===== src/rtl/trigger_scheduler_if.sv =====
// Issue-side bundle between the trigger resolvers, the scheduler and the decode stage.
// master: scheduler side (drives the issue register and counters); slave: resolver/decode side.
interface trigger_scheduler_if #(
  parameter int unsigned NUM_TRIGGERS  = 16,
  parameter int unsigned COUNTER_WIDTH = 32
);
  localparam int unsigned IDX_W = (NUM_TRIGGERS > 1) ? $clog2(NUM_TRIGGERS) : 1;

  logic                     enable;
  logic [NUM_TRIGGERS-1:0]  trigger_valid;
  logic [NUM_TRIGGERS-1:0]  trigger_updates_state;
  logic                     downstream_ready;
  logic                     issue_valid;
  logic [IDX_W-1:0]         issue_index;
  logic                     issue_hazard;
  logic [COUNTER_WIDTH-1:0] issue_count;
  logic [COUNTER_WIDTH-1:0] hazard_stall_count;

  modport master (
    input  enable, trigger_valid, trigger_updates_state, downstream_ready,
    output issue_valid, issue_index, issue_hazard, issue_count, hazard_stall_count
  );

  modport slave (
    output enable, trigger_valid, trigger_updates_state, downstream_ready,
    input  issue_valid, issue_index, issue_hazard, issue_count, hazard_stall_count
  );
endinterface


===== src/rtl/trigger_scheduler.sv =====
// Picks one eligible trigger per cycle into the issue register, blocking issue for a hazard window
// after state-updating triggers. Define TIA_ROUND_ROBIN_SCHEDULING_EN for rotating priority.
module trigger_scheduler #(
  parameter int unsigned NUM_TRIGGERS  = 16,
  parameter int unsigned HAZARD_WINDOW = 1,
  parameter int unsigned COUNTER_WIDTH = 32
) (
  input  logic                clock,
  input  logic                reset_n,
  trigger_scheduler_if.master bus
);
  localparam int unsigned IDX_W = (NUM_TRIGGERS > 1) ? $clog2(NUM_TRIGGERS) : 1;
  localparam int unsigned WIN_W = (HAZARD_WINDOW > 1) ? $clog2(HAZARD_WINDOW + 1) : 1;

  typedef enum logic {StReady, StBlocked} state_e;

  state_e                   state_q;
  logic [WIN_W-1:0]         win_q;
  logic                     issue_valid_q;
  logic [IDX_W-1:0]         issue_index_q;
  logic                     issue_hazard_q;
  logic [COUNTER_WIDTH-1:0] issue_count_q;
  logic [COUNTER_WIDTH-1:0] stall_count_q;

  logic             accept;
  logic             sel_found;
  logic [IDX_W-1:0] sel_idx;
  logic             window_open;
  logic             hazard_hold;
  logic             load;

  assign accept = issue_valid_q & bus.downstream_ready;

`ifdef TIA_ROUND_ROBIN_SCHEDULING_EN
  logic [IDX_W-1:0] ptr_q;
  logic [IDX_W-1:0] ptr_next;
  logic [IDX_W-1:0] base;

  assign ptr_next = (issue_index_q == IDX_W'(NUM_TRIGGERS - 1)) ? '0 : issue_index_q + IDX_W'(1);
  // Search from the pointer as it will stand after this edge, so back-to-back issue rotates.
  assign base     = accept ? ptr_next : ptr_q;

  always_comb begin
    int unsigned j;
    j         = 0;
    sel_found = 1'b0;
    sel_idx   = '0;
    for (int unsigned i = 0; i < NUM_TRIGGERS; i++) begin
      j = i + {{(32 - IDX_W){1'b0}}, base};
      if (j >= NUM_TRIGGERS) j = j - NUM_TRIGGERS;
      if (!sel_found && bus.trigger_valid[j[IDX_W-1:0]]) begin
        sel_found = 1'b1;
        sel_idx   = j[IDX_W-1:0];
      end
    end
  end

  always_ff @(posedge clock or negedge reset_n) begin
    if (!reset_n) begin
      ptr_q <= '0;
    end else if (accept) begin
      ptr_q <= ptr_next;
    end
  end
`else
  always_comb begin
    sel_found = |bus.trigger_valid;
    sel_idx   = '0;
    for (int i = NUM_TRIGGERS - 1; i >= 0; i--) begin
      if (bus.trigger_valid[i]) sel_idx = IDX_W'(i);
    end
  end
`endif

  // The last window cycle already permits a load, so the first reissue lands HAZARD_WINDOW
  // edges after the accepting edge.
  assign window_open = (state_q == StReady) || (win_q == WIN_W'(1));
  assign hazard_hold = issue_valid_q & issue_hazard_q & (HAZARD_WINDOW != 0);
  assign load        = bus.enable & sel_found & window_open &
                       (!issue_valid_q | bus.downstream_ready) & !hazard_hold;

  always_ff @(posedge clock or negedge reset_n) begin
    if (!reset_n) begin
      state_q        <= StReady;
      win_q          <= '0;
      issue_valid_q  <= 1'b0;
      issue_index_q  <= '0;
      issue_hazard_q <= 1'b0;
      issue_count_q  <= '0;
      stall_count_q  <= '0;
    end else begin
      if (load) begin
        issue_valid_q  <= 1'b1;
        issue_index_q  <= sel_idx;
        issue_hazard_q <= bus.trigger_updates_state[sel_idx];
      end else if (accept) begin
        issue_valid_q  <= 1'b0;
      end

      unique case (state_q)
        StReady: begin
          if ((HAZARD_WINDOW != 0) && accept && issue_hazard_q) begin
            state_q <= StBlocked;
            win_q   <= WIN_W'(HAZARD_WINDOW);
          end
        end
        StBlocked: begin
          win_q <= win_q - WIN_W'(1);
          if (win_q == WIN_W'(1)) state_q <= StReady;
        end
        default: state_q <= StReady;
      endcase

      if (accept) issue_count_q <= issue_count_q + COUNTER_WIDTH'(1);
      if ((state_q == StBlocked) && |bus.trigger_valid) begin
        stall_count_q <= stall_count_q + COUNTER_WIDTH'(1);
      end
    end
  end

  assign bus.issue_valid        = issue_valid_q;
  assign bus.issue_index        = issue_index_q;
  assign bus.issue_hazard       = issue_hazard_q;
  assign bus.issue_count        = issue_count_q;
  assign bus.hazard_stall_count = stall_count_q;
endmodule

===== src/flat_wrapper.sv =====
// flat-port wrapper written by rule: the top's interface ports become plain ports
module trigger_scheduler_flat 
#(
  parameter int unsigned NUM_TRIGGERS  = 16,
  parameter int unsigned HAZARD_WINDOW = 1,
  parameter int unsigned COUNTER_WIDTH = 32
)
  (clock, reset_n, bus_enable, bus_trigger_valid, bus_trigger_updates_state, bus_downstream_ready, bus_issue_valid, bus_issue_index, bus_issue_hazard, bus_issue_count, bus_hazard_stall_count);
  trigger_scheduler_if #(.NUM_TRIGGERS(NUM_TRIGGERS), .COUNTER_WIDTH(COUNTER_WIDTH)) bus_i ();
  input  logic clock;
  input  logic reset_n;
  input wire logic [$bits(bus_i.enable)-1:0] bus_enable;
  input wire logic [$bits(bus_i.trigger_valid)-1:0] bus_trigger_valid;
  input wire logic [$bits(bus_i.trigger_updates_state)-1:0] bus_trigger_updates_state;
  input wire logic [$bits(bus_i.downstream_ready)-1:0] bus_downstream_ready;
  output wire logic [$bits(bus_i.issue_valid)-1:0] bus_issue_valid;
  output wire logic [$bits(bus_i.issue_index)-1:0] bus_issue_index;
  output wire logic [$bits(bus_i.issue_hazard)-1:0] bus_issue_hazard;
  output wire logic [$bits(bus_i.issue_count)-1:0] bus_issue_count;
  output wire logic [$bits(bus_i.hazard_stall_count)-1:0] bus_hazard_stall_count;
  assign bus_i.enable = bus_enable;
  assign bus_i.trigger_valid = bus_trigger_valid;
  assign bus_i.trigger_updates_state = bus_trigger_updates_state;
  assign bus_i.downstream_ready = bus_downstream_ready;
  assign bus_issue_valid = bus_i.issue_valid;
  assign bus_issue_index = bus_i.issue_index;
  assign bus_issue_hazard = bus_i.issue_hazard;
  assign bus_issue_count = bus_i.issue_count;
  assign bus_hazard_stall_count = bus_i.hazard_stall_count;
  trigger_scheduler #(.NUM_TRIGGERS(NUM_TRIGGERS), .HAZARD_WINDOW(HAZARD_WINDOW), .COUNTER_WIDTH(COUNTER_WIDTH)) u_core (.clock(clock), .reset_n(reset_n), .bus(bus_i));
endmodule

===== config.mk =====
export PLATFORM = sky130hd
export DESIGN_NAME = trigger_scheduler_flat
export DESIGN_NICKNAME = d
export VERILOG_FILES = /design/src/rtl/trigger_scheduler_if.sv /design/src/rtl/trigger_scheduler.sv /design/src/flat_wrapper.sv
export SDC_FILE = /design/constraint.sdc
export NUM_CORES = 1
export LEC_CHECK = 0
export BUFFER_PORTS_ARGS = -buffer_cell sky130_fd_sc_hd__buf_2
export CAP_MARGIN = 20
export CORE_AREA = 2 2 71 123
export CTS_CLUSTER_DIAMETER = 30
export DETAILED_ROUTE_END_ITERATION = 12
export DIE_AREA = 0 0 73 125
export PLACE_DENSITY = 0.69
export RECOVER_POWER = 100
export SYNTH_ARGS = -nofsm -noshare
export SYNTH_HDL_FRONTEND = slang
export SYNTH_SLANG_ARGS = --single-unit

===== constraint.sdc =====
create_clock -name clock -period 3.1 [get_ports clock]
set_input_delay 0.31 -clock clock [delete_from_list [all_inputs] [get_ports clock]]
set_output_delay 0.31 -clock clock [all_outputs]
set_load 0.05 [all_outputs]

Yosys cells after proc, flatten, opt, wreduce, memory -nomap -nowiden
Cells that the tools add are included.
{"block": "totals", "romBits": 0, "mem_count": 0, "input_bits": 36, "latch_bits": 0, "output_inout_bits": 70, "elab_cells": 52, "register_bits": 72, "mem_bits_rw": 0}
{"block": "op_classes", "bitwise": 8, "multipliers": 0, "n_shift": 0, "n_reduce_logical": 7, "n_lt_le_gt_ge": 1, "n_eq_ne": 1, "add_sub_neg": 3, "div_mod_pow": 0, "mux": 25}
{"operator": "$add A32 B1 Y32 const B", "count": 2}
{"operator": "$mux W4", "count": 16}
{"operator": "$reduce_or A16 Y1", "count": 1}
{"operator": "$and A1 B1 Y1", "count": 6}
{"operator": "$mux W1", "count": 6}
{"operator": "$lt A4 B5 Y1 const B", "count": 1}
{"operator": "$bmux W1 S4", "count": 1}
{"operator": "$pmux W1 S2", "count": 2}
{"operator": "$logic_and A1 B1 Y1", "count": 2}
{"operator": "$logic_not A1 Y1", "count": 2}
{"operator": "$ne A2 B2 Y1 const B", "count": 1}
{"operator": "$reduce_bool A2 Y1", "count": 1}
{"operator": "$logic_or A1 B1 Y1", "count": 1}
{"operator": "$not A1 Y1", "count": 1}
{"operator": "$or A1 B1 Y1", "count": 1}
{"operator": "$sub A1 B1 Y1 const B", "count": 1}

Logic depth before layout (Yosys ltp)
{"block": "logic_depth", "depth_word": 18, "mapped_depth": 8, "mapped_depth_nobuf": 8}

Worst setup path after synthesis
Ideal clock, no wire load.
{"block": "synth_path", "path_type": "register to register", "from": "register u_core.issue_count_q[0] (netlist: u_core.bus.issue_count[0])", "to": "register u_core.issue_count_q[30] (netlist: u_core.bus.issue_count[30])", "setup_slack_ps": 817, "stages_incl_launch_ff": 9, "synth_period_minus_slack_ps": 2283, "arrival_time_ps": 2201, "setup_time_ps": 82, "required_time_ps": 3018, "path_buffers": 0, "cell_sequence": "dfrtp_1 ha_1 nand3_1 nor3_2 nand4_1 nor2_2 nand3_1 nor2_1 xor2_1"}
{"block": "synth_between", "elab_chain_len": 1}
{"item": "start, declared", "line_no": "trigger_scheduler.sv:22", "source": "logic [COUNTER_WIDTH-1:0] issue_count_q;"}
{"item": "start signal, assigned", "line_no": "trigger_scheduler.sv:114", "source": "if (accept) issue_count_q <= issue_count_q + COUNTER_WIDTH'(1);"}
{"item": "$add A32 B1 Y32", "line_no": "trigger_scheduler.sv:114"}
No other way between the ends.
A chain may end at the register's enable or synchronous reset.

Worst setup path in the final report
{"block": "layout_path", "from": "register u_core.stall_count_q[2] (netlist: u_core.bus.hazard_stall_count[2])", "to": "register u_core.stall_count_q[30] (netlist: u_core.bus.hazard_stall_count[30])"}
{"block": "layout_between", "elab_chain_len": 1}
{"item": "start, declared", "line_no": "trigger_scheduler.sv:23", "source": "logic [COUNTER_WIDTH-1:0] stall_count_q;"}
{"item": "start signal, assigned", "line_no": "trigger_scheduler.sv:116", "source": "stall_count_q <= stall_count_q + COUNTER_WIDTH'(1);"}
{"item": "$add A32 B1 Y32", "line_no": "trigger_scheduler.sv:116"}
No other way between the ends.

==> results.py <==
metrics = {
    "outcome": {
        "status": "complete, but fails checks",
        "violations": "max-capacitance violations, max-slew violations",
    },
    "synth": {
        "async_flop_share_pct": 100,
        "seq_area_frac_synth_pct": 50.8,
        "ys_seq_elements": 72,
        "synth_enable_flop_cells": 0,
        "synth_warnings": 0,
        "synthCells": 335,
        "synth_top_area_share_pct": 50.8,
        "synth.most_common_cell": "dfrtp_1",
        "netlist_area_sq_um": 3550,
        "ys_types": 54,
        "synthTopCellsByArea": "dfrtp_1 51%, xnor2_1 12%, nand2_1 3.7%",
        "syn_nets": 373,
        "synth_common_cells": "72 x dfrtp_1, 47 x xnor2_1, 35 x nand2_1",
        "synth_top_area_cell": "dfrtp_1",
        "synth.avg_cell_area_sq_um": 10.6,
        "synth_flop_cell": "dfrtp_1",
    },
    "layout": {
        "instances_no_fill": 548,
        "fin_util_pct": 52.9,
        "syn_to_final_growth_pct": 22.2,
        "diodes": 0,
        "layout-drive-gt1-share_pct": 12.7,
        "nets": 489,
    },
    "route": {
        "viasPerCell": 5.30,
        "met1Wirelength_um": 3200,
        "wl_met2_um": 4110,
        "drt_pass1_iterations": 4,
        "vias": 2902,
        "drt-total-wl_um": 7940,
        "drtAntennaViolNets": 0,
        "drc": 0,
        "drt_iter0_drc": 98,
        "top_layer": "met4",
        "wl_per_cell_um": 14.5,
        "wl_met3_um": 454,
    },
    "placed_design": {
        "dp_slack_ps": 892,
        "hpwl_um": 6090,
        "gp_congestion": 0.840,
        "port_buffers": 105,
        "dp.cells": 532,
    },
    "min_path": {
        "hp-start": "bus_downstream_ready",
        "hold_path_class": "in -> reg",
        "min_path_cells": 2,
    },
    "timing": {
        "setup_ws_ps": 652,
        "relSlewSlack_pct": -16.8,
        "finalHoldViolations": 0,
        "rsz0062_at_grt": "no",
        "finalSetupViolCount": 0,
        "worst_pin_slew_ps": 1750,
        "setup-tns-final_ps": 0,
        "min_period_over_period_pct": 79.0,
        "slew_viol_final": 73,
        "finalClockSkew_ps": 5.06,
        "finalCriticalPeriod_ps": 2450,
        "max_freq_ghz": 0.408,
    },
    "clock_network": {
        "cts_sinks": 72,
        "cts_max_level": 3,
        "clk_pin_slew_worst_paths_ps": 50,
        "cts_hold_buffers": 0,
        "cts_max_path_buffers": 2,
        "cts-resized-gates": 0,
        "cts_root_buffer": "clkbuf_16",
        "clk_latency_ps": 320,
        "cts_tree": "done",
        "cts_made_buffers": 9,
        "cts_setup_buffers": 0,
    },
    "setup_path": {
        "reg2reg_depth": 7,
        "r2r-start": "u_core.bus.hazard_stall_count[2]",
        "worstSetupStartpoint": "u_core.bus.hazard_stall_count[2]",
        "worst-path-max-fanout": 6,
        "crit_required_ps": 3310,
        "cp_data_arrival_time_ps": 2660,
        "startpoint_type": "register",
        "critPathCaptureType": "register",
        "crit_type": "reg -> reg",
    },
    "die": {
        "coreArea_sq_um": 8200,
        "fp.dieH_um": 125,
        "rows": 44,
        "num_io_pins": 106,
        "dieArea_sq_um": 9130,
        "start_util_pct": 43.3,
        "die_x_um": 73,
    },
    "pwr": {
        "p_leak_nw": 1.95,
        "p_total_mw": 2.80,
        "peakVddDrop_uv": 371,
        "netSwitchingFraction_pct": 34.8,
        "combPwrFrac_pct": 23.9,
        "internal_power_mw": 1.83,
        "switchingPower_mw": 0.973,
        "clkPwrFrac_pct": 34.7,
        "seq_power_share_pct": 41.4,
        "power_density_nw_per_um2": 646,
    },
    "global_route": {
        "antenna_found_initial": 0,
        "groute.usage.overall_pct": 18.4,
        "grt_max_degree": 73,
        "grt_pass1_wl_um": 13200,
        "grt_pass1_vias": 2914,
        "grt.overflow.total": 0,
    },
    "flow_run": {
        "max_cap_violations": 1,
    },
}
-- cells by family (layout without fill, tap and decap cells) --
logic type	after synthesis	count (layout)	synth area share [%]
XOR/XNOR	62	62	15.3
AND/OR/NAND/NOR	146	146	23.0
adder cells (fa/ha/maj)	2	2	0.705
multiplexers	5	5	1.52
flip-flops	72	72	50.8
buffers and inverters	13	134	1.37
AO/OA/AOI/OAI	35	35	7.37
-- power by group through the flow --
| stage | clock, mW | sequential, mW | combinational [mW] |
|---|---|---|---|
| floorplan | 0 | 1.46 | 0.201 |
| global placement | 0 | 1.17 | 0.701 |
| detailed placement | 0 | 1.17 | 0.709 |
| CTS | 1.00 | 1.16 | 0.710 |
| global route | 1.04 | 1.18 | 0.719 |
| finish | 0.972 | 1.16 | 0.670 |
-- routing by layer --
layer,up-vias,track usage (%)
met5,-,0
met4,0,8.71
met3,11,5.64
met2,96,31.1
met1,1382,20.3
li1,1413,-
-- critical path, stage by stage, from the launching register on --
cell and delay, ps:
dfrtp_1 460, nand4_2 190, nor4_1 350, and2_0 280, nand2_1 130, nor3_1 560, nand3_1 190, xnor2_1 160
-- layout by cell type (no fill, tap or decap), types with 3 or more instances in the layout --
| cell type | netlist | final |
|---|---|---|
| clkbuf_1 | 1 | 74 |
| dfrtp_1 | 72 | 72 |
| xnor2_1 | 47 | 47 |
| nand2_1 | 35 | 36 |
| buf_2 | 0 | 34 |
| nand3_1 | 25 | 26 |
| nor2_1 | 17 | 19 |
| xor2_1 | 15 | 15 |
| and3_1 | 13 | 14 |
| nand4_1 | 13 | 13 |
| inv_1 | 12 | 12 |
| nor3_1 | 5 | 9 |
| clkbuf_16 | 0 | 9 |
| o21ai_0 | 7 | 7 |
| nor4_1 | 4 | 5 |
| nand2b_1 | 4 | 4 |
| and2_1 | 5 | 4 |
| a211oi_1 | 3 | 3 |
| a21oi_1 | 3 | 3 |
| clkinv_2 | 0 | 3 |
-- final cells by class --
class | count | area, sq um
flip-flops and latches | 72 | 1800
fillers | 758 | 3860
clock buffers | 12 | 236
inverters | 12 | 45.0
multi-input cells | 250 | 1650
repair buffers | 106 | 442
clock inverters | 4 | 45.0
well taps | 92 | 115
-- state kept, by name (all words and copies together) (netlist names) --
name,cells
u_core.bus.hazard_stall_count,32
u_core.bus.issue_count,32
u_core.bus.issue_index,4
u_core.bus.issue_hazard,1
u_core.bus.issue_valid,1
u_core.state_q,1
u_core.win_q,1
-- worst paths after layout --
| path | end | slack, ps |
|---|---|---|
| setup / recovery | u_core.bus.hazard_stall_count[30] | 650 |
| hold / removal | u_core.bus.issue_valid | 220 |
| setup reg to reg | u_core.bus.hazard_stall_count[30] | 650 |
| hold reg to reg | u_core.bus.hazard_stall_count[31] | 470 |
| max in group asynchronous | u_core.bus.hazard_stall_count[29] | 1520 |
| min in group asynchronous | u_core.bus.issue_count[19] | 520 |
-- through the flow --
step | cell area [sq um] | hold WS (ps)
6_report | 4340 | 222
5_1_grt | 4340 | 226
4_1_cts | 4490 | 10.5
3_5_place_dp | 4210 | 364
3_3_place_gp | 4210 | 367
2_1_floorplan | 3550 | 14.4
No activity file was read; power rests on OpenSTA's default activity.
